### src/rtl/axi_bram_bank_sequencer_pkg.sv
// Shared command codes, status codes and FSM state types for the BRAM bank sequencer.
package axi_bram_bank_sequencer_pkg;

  localparam logic [7:0] CMD_WR     = 8'h01;
  localparam logic [7:0] CMD_RD     = 8'h02;
  localparam logic [7:0] CMD_DUPLEX = 8'h03;

  localparam logic [1:0] STATUS_OK        = 2'd0;
  localparam logic [1:0] STATUS_RANGE_ERR = 2'd1;
  localparam logic [1:0] STATUS_ABORTED   = 2'd2;
  localparam logic [1:0] STATUS_BAD_CODE  = 2'd3;

  typedef enum logic [1:0] {S_IDLE, S_CHECK, S_RUN, S_DONE} top_state_t;
  typedef enum logic [1:0] {C_IDLE, C_SETUP, C_RUN, C_FIN} chan_state_t;

  // A bank range is unusable if reversed, past the last bank, or carrying no words.
  function automatic logic range_bad(input int first, input int last, input int banks,
                                     input logic cnt_zero);
    return (last < first) || (last >= banks) || cnt_zero;
  endfunction

endpackage

### src/rtl/axi_bram_bank_sequencer_chan.sv
// Per-channel bank stepper: walks idx from bank_start to bank_end, one SETUP/RUN pass per bank.
module bank_channel_seq
  import axi_bram_bank_sequencer_pkg::*;
#(
  parameter int BANKS  = 16,
  parameter int ADDR_W = 16,
  localparam int IDX_W = (BANKS > 1) ? $clog2(BANKS) : 1
) (
  input  logic              clk,
  input  logic              rst,
  input  logic              launch,
  input  logic              clear,
  input  logic [IDX_W-1:0]  bank_start,
  input  logic [IDX_W-1:0]  bank_end,
  input  logic [ADDR_W-1:0] addr_start,
  input  logic [ADDR_W-1:0] addr_count,
  input  logic              en_gate,
  input  logic              cnt_done,
  output logic              cnt_start,
  output logic              cnt_en,
  output logic [ADDR_W-1:0] start_addr,
  output logic [ADDR_W-1:0] cnt_limit,
  output logic [IDX_W-1:0]  sel,
  output logic              fin
);

  chan_state_t      state_q, state_d;
  logic [IDX_W-1:0] idx_q, idx_d;

  always_ff @(posedge clk or posedge rst) begin
    if (rst) begin
      state_q <= C_IDLE;
      idx_q   <= '0;
    end else begin
      state_q <= state_d;
      idx_q   <= idx_d;
    end
  end

  // clear (abort or release by the top FSM) overrides any pending cnt_done.
  always_comb begin
    state_d = state_q;
    idx_d   = idx_q;
    if (clear) begin
      state_d = C_IDLE;
    end else begin
      case (state_q)
        C_IDLE: begin
          if (launch) begin
            state_d = C_SETUP;
            idx_d   = bank_start;
          end
        end
        C_SETUP: state_d = C_RUN;
        C_RUN: begin
          if (cnt_done) begin
            if (idx_q < bank_end) begin
              idx_d   = idx_q + IDX_W'(1);
              state_d = C_SETUP;
            end else begin
              state_d = C_FIN;
            end
          end
        end
        C_FIN:   state_d = C_FIN;
        default: state_d = C_IDLE;
      endcase
    end
  end

  always_comb begin
    cnt_start  = 1'b0;
    cnt_en     = 1'b0;
    start_addr = '0;
    cnt_limit  = '0;
    sel        = '0;
    fin        = 1'b0;
    case (state_q)
      C_SETUP: begin
        cnt_start  = 1'b1;
        sel        = idx_q;
        start_addr = addr_start;
        cnt_limit  = addr_count;
      end
      C_RUN: begin
        cnt_en     = en_gate && !cnt_done;
        sel        = idx_q;
        start_addr = addr_start;
        cnt_limit  = addr_count;
      end
      C_FIN:   fin = 1'b1;
      default: fin = 1'b0;
    endcase
  end

endmodule

### src/rtl/axi_bram_bank_sequencer.sv
// BRAM bank sequencer top: command latch, range/code validator and top FSM driving two channels.
module axi_bram_bank_sequencer
  import axi_bram_bank_sequencer_pkg::*;
#(
  parameter int WR_BANKS = 16,
  parameter int RD_BANKS = 8,
  parameter int ADDR_W   = 16,
  localparam int WIDX_W  = (WR_BANKS > 1) ? $clog2(WR_BANKS) : 1,
  localparam int RIDX_W  = (RD_BANKS > 1) ? $clog2(RD_BANKS) : 1
) (
  input  logic              aclk,
  input  logic              areset,
  input  logic              cmd_valid,
  output logic              cmd_ready,
  input  logic [7:0]        cmd_code,
  input  logic [WIDX_W-1:0] wr_bank_start,
  input  logic [WIDX_W-1:0] wr_bank_end,
  input  logic [ADDR_W-1:0] wr_addr_start,
  input  logic [ADDR_W-1:0] wr_addr_count,
  input  logic [RIDX_W-1:0] rd_bank_start,
  input  logic [RIDX_W-1:0] rd_bank_end,
  input  logic [ADDR_W-1:0] rd_addr_start,
  input  logic [ADDR_W-1:0] rd_addr_count,
  input  logic              abort,
  input  logic              bram_wr_valid,
  input  logic              wr_cnt_done,
  input  logic              rd_cnt_done,
  output logic              wr_cnt_start,
  output logic              wr_cnt_en,
  output logic [ADDR_W-1:0] wr_start_addr,
  output logic [ADDR_W-1:0] wr_cnt_limit,
  output logic              rd_cnt_start,
  output logic              rd_cnt_en,
  output logic [ADDR_W-1:0] rd_start_addr,
  output logic [ADDR_W-1:0] rd_cnt_limit,
  output logic              bram_rd_en,
  output logic [WIDX_W-1:0] demux_sel,
  output logic [RIDX_W-1:0] mux_sel,
  output logic              busy,
  output logic              done,
  output logic [1:0]        status
);

  top_state_t        state_q, state_d;
  logic [1:0]        status_q, status_d;
  logic [7:0]        code_q, code_d;
  logic [WIDX_W-1:0] wr_bs_q, wr_bs_d, wr_be_q, wr_be_d;
  logic [ADDR_W-1:0] wr_as_q, wr_as_d, wr_ac_q, wr_ac_d;
  logic [RIDX_W-1:0] rd_bs_q, rd_bs_d, rd_be_q, rd_be_d;
  logic [ADDR_W-1:0] rd_as_q, rd_as_d, rd_ac_q, rd_ac_d;

  logic wr_en_s, rd_en_s, code_ok_s, wr_bad_s, rd_bad_s;
  logic launch_s, clear_s, wr_fin_s, rd_fin_s, rd_cnt_en_s;

  always_ff @(posedge aclk or posedge areset) begin
    if (areset) begin
      state_q  <= S_IDLE;
      status_q <= STATUS_OK;
      code_q   <= 8'h00;
      wr_bs_q  <= '0;
      wr_be_q  <= '0;
      wr_as_q  <= '0;
      wr_ac_q  <= '0;
      rd_bs_q  <= '0;
      rd_be_q  <= '0;
      rd_as_q  <= '0;
      rd_ac_q  <= '0;
    end else begin
      state_q  <= state_d;
      status_q <= status_d;
      code_q   <= code_d;
      wr_bs_q  <= wr_bs_d;
      wr_be_q  <= wr_be_d;
      wr_as_q  <= wr_as_d;
      wr_ac_q  <= wr_ac_d;
      rd_bs_q  <= rd_bs_d;
      rd_be_q  <= rd_be_d;
      rd_as_q  <= rd_as_d;
      rd_ac_q  <= rd_ac_d;
    end
  end

  always_comb begin
    wr_en_s   = (code_q == CMD_WR) || (code_q == CMD_DUPLEX);
    rd_en_s   = (code_q == CMD_RD) || (code_q == CMD_DUPLEX);
    code_ok_s = wr_en_s || rd_en_s;
    wr_bad_s  = wr_en_s && range_bad(int'(wr_bs_q), int'(wr_be_q), WR_BANKS, wr_ac_q == '0);
    rd_bad_s  = rd_en_s && range_bad(int'(rd_bs_q), int'(rd_be_q), RD_BANKS, rd_ac_q == '0);
  end

  // Abort wins over validation and over channel completion in CHECK and RUN.
  always_comb begin
    state_d  = state_q;
    status_d = status_q;
    code_d   = code_q;
    wr_bs_d  = wr_bs_q;
    wr_be_d  = wr_be_q;
    wr_as_d  = wr_as_q;
    wr_ac_d  = wr_ac_q;
    rd_bs_d  = rd_bs_q;
    rd_be_d  = rd_be_q;
    rd_as_d  = rd_as_q;
    rd_ac_d  = rd_ac_q;
    launch_s = 1'b0;
    clear_s  = 1'b0;
    case (state_q)
      S_IDLE: begin
        if (cmd_valid) begin
          state_d = S_CHECK;
          code_d  = cmd_code;
          wr_bs_d = wr_bank_start;
          wr_be_d = wr_bank_end;
          wr_as_d = wr_addr_start;
          wr_ac_d = wr_addr_count;
          rd_bs_d = rd_bank_start;
          rd_be_d = rd_bank_end;
          rd_as_d = rd_addr_start;
          rd_ac_d = rd_addr_count;
        end
      end
      S_CHECK: begin
        if (abort) begin
          state_d  = S_DONE;
          status_d = STATUS_ABORTED;
          clear_s  = 1'b1;
        end else if (!code_ok_s) begin
          state_d  = S_DONE;
          status_d = STATUS_BAD_CODE;
        end else if (wr_bad_s || rd_bad_s) begin
          state_d  = S_DONE;
          status_d = STATUS_RANGE_ERR;
        end else begin
          state_d  = S_RUN;
          status_d = STATUS_OK;
          launch_s = 1'b1;
        end
      end
      S_RUN: begin
        if (abort) begin
          state_d  = S_DONE;
          status_d = STATUS_ABORTED;
          clear_s  = 1'b1;
        end else if ((!wr_en_s || wr_fin_s) && (!rd_en_s || rd_fin_s)) begin
          state_d  = S_DONE;
          clear_s  = 1'b1;
        end else begin
          state_d  = S_RUN;
        end
      end
      S_DONE:  state_d = S_IDLE;
      default: state_d = S_IDLE;
    endcase
  end

  always_comb begin
    cmd_ready = (state_q == S_IDLE);
    busy      = (state_q != S_IDLE);
    done      = (state_q == S_DONE);
    status    = done ? status_q : STATUS_OK;
  end

  bank_channel_seq #(.BANKS(WR_BANKS), .ADDR_W(ADDR_W)) u_wr_chan (
    .clk        (aclk),
    .rst        (areset),
    .launch     (launch_s && wr_en_s),
    .clear      (clear_s),
    .bank_start (wr_bs_q),
    .bank_end   (wr_be_q),
    .addr_start (wr_as_q),
    .addr_count (wr_ac_q),
    .en_gate    (bram_wr_valid),
    .cnt_done   (wr_cnt_done),
    .cnt_start  (wr_cnt_start),
    .cnt_en     (wr_cnt_en),
    .start_addr (wr_start_addr),
    .cnt_limit  (wr_cnt_limit),
    .sel        (demux_sel),
    .fin        (wr_fin_s)
  );

  bank_channel_seq #(.BANKS(RD_BANKS), .ADDR_W(ADDR_W)) u_rd_chan (
    .clk        (aclk),
    .rst        (areset),
    .launch     (launch_s && rd_en_s),
    .clear      (clear_s),
    .bank_start (rd_bs_q),
    .bank_end   (rd_be_q),
    .addr_start (rd_as_q),
    .addr_count (rd_ac_q),
    .en_gate    (1'b1),
    .cnt_done   (rd_cnt_done),
    .cnt_start  (rd_cnt_start),
    .cnt_en     (rd_cnt_en_s),
    .start_addr (rd_start_addr),
    .cnt_limit  (rd_cnt_limit),
    .sel        (mux_sel),
    .fin        (rd_fin_s)
  );

  assign rd_cnt_en  = rd_cnt_en_s;
  assign bram_rd_en = rd_cnt_en_s;

endmodule

### config.mk
export PLATFORM = sky130hd
export DESIGN_NAME = axi_bram_bank_sequencer
export DESIGN_NICKNAME = d
export VERILOG_FILES = /design/src/rtl/axi_bram_bank_sequencer_pkg.sv /design/src/rtl/axi_bram_bank_sequencer_chan.sv /design/src/rtl/axi_bram_bank_sequencer.sv
export SDC_FILE = /design/constraint.sdc
export NUM_CORES = 1
export LEC_CHECK = 0
export CAP_MARGIN = 20
export CORE_MARGIN = 2
export CORE_UTILIZATION = 42
export CTS_CLUSTER_DIAMETER = 80
export DETAILED_ROUTE_END_ITERATION = 8
export PLACE_DENSITY_LB_ADDON = 0.08
export SYNTH_ARGS = -nofsm -noshare
export SYNTH_HDL_FRONTEND = slang
export SYNTH_SLANG_ARGS = --single-unit
### constraint.sdc
create_clock -name aclk -period 3.35 [get_ports aclk]
set_input_delay 0.67 -clock aclk [delete_from_list [all_inputs] [get_ports aclk]]
set_output_delay 0.67 -clock aclk [all_outputs]
set_load 0.02 [all_outputs]
==> results.cfg <==
[yosys]
synthMuxAreaShare_pct = 19.6
syn_inst = 440
yosysUniqueCellTypes = 44
synthAdderAreaFrac_pct = 6.28
synth_top_area_share_pct = 48.8
synth_edf_count = 0
synthTopCellsByArea = dfrtp_1 49%, mux2_2 19%, and2_1 8.9%
yosysMostFrequentCell = dfrtp_1
yosysSeqAreaShare_pct = 48.8
synthXorXnorAreaFrac_pct = 0
synthSimpleGateAreaFrac_pct = 15.4
synth_area_mm2 = 0.00518
synth-compound-area-share_pct = 6.55
postSynth.asyncResetShare_pct = 100
synth_top_family_by_area = multiplexers
yosysTopAreaCell = dfrtp_1
ys_ff_latch = 101
syn-num-nets = 559
ys_warn_count = 0
synth-main-ff-cell = dfrtp_1
synth.avg_cell_area_um2 = 11.8
synth_common_cells = 101 x dfrtp_1, 86 x mux2_2, 74 x and2_1

[clock_network]
ctsHoldBuffers = 0
cts_buffers = 9
clockBufferDepth = 2
clock_latency_ns = 0.35
root_buffer = clkbuf_16
post_cts_buffers = 0
cts_tree = done
clk_pin_slew_ns = 0.07
cts_sinks = 101
post_cts_resized = 0
htree_levels = 3

[routing]
drt_iter0_drc = 136
wl_per_cell_um = 15.8
drt_pass1_iterations = 4
post-route-drc-count = 0
routed_wl_mm = 12.1
via_count = 3874
detail-route-antenna-nets = 0
via_per_inst = 5.06

[worst_hold_path]
hold_class = flip-flop to flip-flop
min-delay-start = rd_as_q[11]$_DFFE_PP0P_
hold_path_end = rd_as_q[11]$_DFFE_PP0P_
hold_depth = 1

[setup_path]
crit_fanout = 9
arrival_ns = 2.30
start_kind = flip-flop
crit_type = flip-flop to output pin
critPathRequiredTime_ns = 2.68
r2r_slack_ns = 0.96
rr_worst_depth = 6
r2r_start = code_q[2]$_DFFE_PP0P_
reg2reg_to = u_rd_chan.idx_q[0]$_DFFE_PP0P_
end_kind = output pin

[floorplanning]
core-area_mm2 = 0.0120
start_util_pct = 43.1
die_w_um = 115
die_y_um = 115
ios = 174
rows = 40
dieArea_mm2 = 0.0132

[power]
ir_drop_uv = 738
power_density_mw_per_mm2 = 1120
p_leak_nw = 3.13

[outcome]
outcome = completed

[flow_run]
max-cap-violations = 0

[final_layout]
drive_gt1_share_pct = 19.7
finalInstanceArea_mm2 = 0.00738
nets = 732
multi_input_area_mm2 = 0.00248
layout.area.seq_mm2 = 0.00253
syn_to_final_growth_pct = 42.6
fill_cells = 1040
antenna_cells = 0
fin_cells = 765

[sta]
finalSetupViolations = 0
hold-worst-slack_ns = 0.497
tightest_slew_ns = 0.768
skew_ns = 0.00932
setup_ws_ns = 0.377
hold_viol_final = 0
rsz0062_at_grt = false
fin_setup_tns_ns = 0
drv_slew = 0
slew_headroom_pct = 48.8
max_freq_mhz = 336
period_needed_ns = 2.97
fin_crit_sh_pct = 88.8

[place]
post-dp-hpwl_mm = 8.77
place_area_mm2 = 0.00710
port_buffers = 173
pre_cts_ws_ns = 0.536
numPlacedInstances = 749
place.gp.congestion = 0.781

[global_routing]
grt_pass1_wl_mm = 19.2
grt_overflow = 0
grt_pass1_vias = 3975
grtUsageTotal_pct = 18.7
grt_start_max_net_pins = 87
antenna_found_initial = 0
[worst max-delay path: stages (launching register included)]
cell,delay (ns)
dfrtp_1,0.44
inv_1,0.11
ha_1,0.34
nor2b_1,0.39
clkdlybuf4s50_1,0.68
[cell families after synthesis]
kind of cell | count (synthesis)
AOI/OAI and AO/OA | 48
adders and majority gates | 26
buffers and inverters | 45
DFF | 101
muxes | 90
and+or+nand+nor | 130
[stage by stage]
stage          total power [mW]  util [%]
4_1_cts                    8.41      61.5
6_report                   8.30      61.5
3_3_place_gp               7.28      59.1
3_5_place_dp               7.37      59.1
2_1_floorplan              5.30         -
5_1_grt                    8.92      61.5
[cell usage in the layout (no fill, tap or decap), types with 2 or more instances in the layout]
cell type and n:
a211oi_1 2, a21oi_1 13, a31oi_1 7, and2_1 74, buf_4 6, clkbuf_16 9
clkdlybuf4s50_1 173, clkinv_4 2, clkinvlp_4 2, dfrtp_1 101, ha_1 26, inv_1 26
mux2_2 86, mux2i_1 3, nand2_1 7, nand2b_1 10, nand3_1 4, nand4_1 3
nor2_1 10, nor2b_1 2, nor3_1 3, nor4_1 8, o211ai_1 3, o21a_1 2
o21ai_0 8, o22ai_1 2
[layer usage]
layer  global-route usage (%)  wire length, µm  vias up
li1                         -                -     1868
met1                     21.9             5020     1897
met2                     31.5             5950       96
met3                     8.17              919       13
met4                     5.38              174        0
met5                        0                0        -
[cell type report]
type,count,area share (%)
Tap cell,147,2.49
Inverter,27,1.41
Sequential cell,101,34.2
Clock buffer,10,3.24
Timing Repair Buffer,180,24.3
Clock inverter,6,0.627
Multi-Input combinational cell,294,33.7
[report_power, final]
| part | switching (mW) | internal (mW) | total, mW |
|---|---|---|---|
| sequential | 0.436 | 1.85 | 2.29 |
| combinational | 2.45 | 2.56 | 5.02 |
| clock | 0.463 | 0.528 | 0.991 |
| total | 3.35 | 4.94 | 8.30 |
[how the worst max path moves through the flow]
stage,from,endpoint,slack (ns)
3_5_place_dp,rd_cnt_done,rd_cnt_en,0.54
6_report,u_rd_chan.state_q[0]$_DFFE_PP0P_,rd_cnt_en,0.38
3_3_place_gp,rd_cnt_done,rd_cnt_en,0.58
5_1_grt,u_rd_chan.state_q[0]$_DFFE_PP0P_,bram_rd_en,0.22
2_1_floorplan,areset,code_q[0]$_DFFE_PP0P_,0.03
4_1_cts,u_rd_chan.state_q[0]$_DFFE_PP0P_,rd_cnt_en,0.35
[sequential cells by signal, summed over array words and instances, names as in the netlist, 4 cells and up]
register         flops
code_q               8
rd_ac_q             16
rd_as_q             16
u_wr_chan.idx_q      4
wr_ac_q             16
wr_as_q             16
wr_be_q              4
wr_bs_q              4
(Power assumes the default switching activity.)
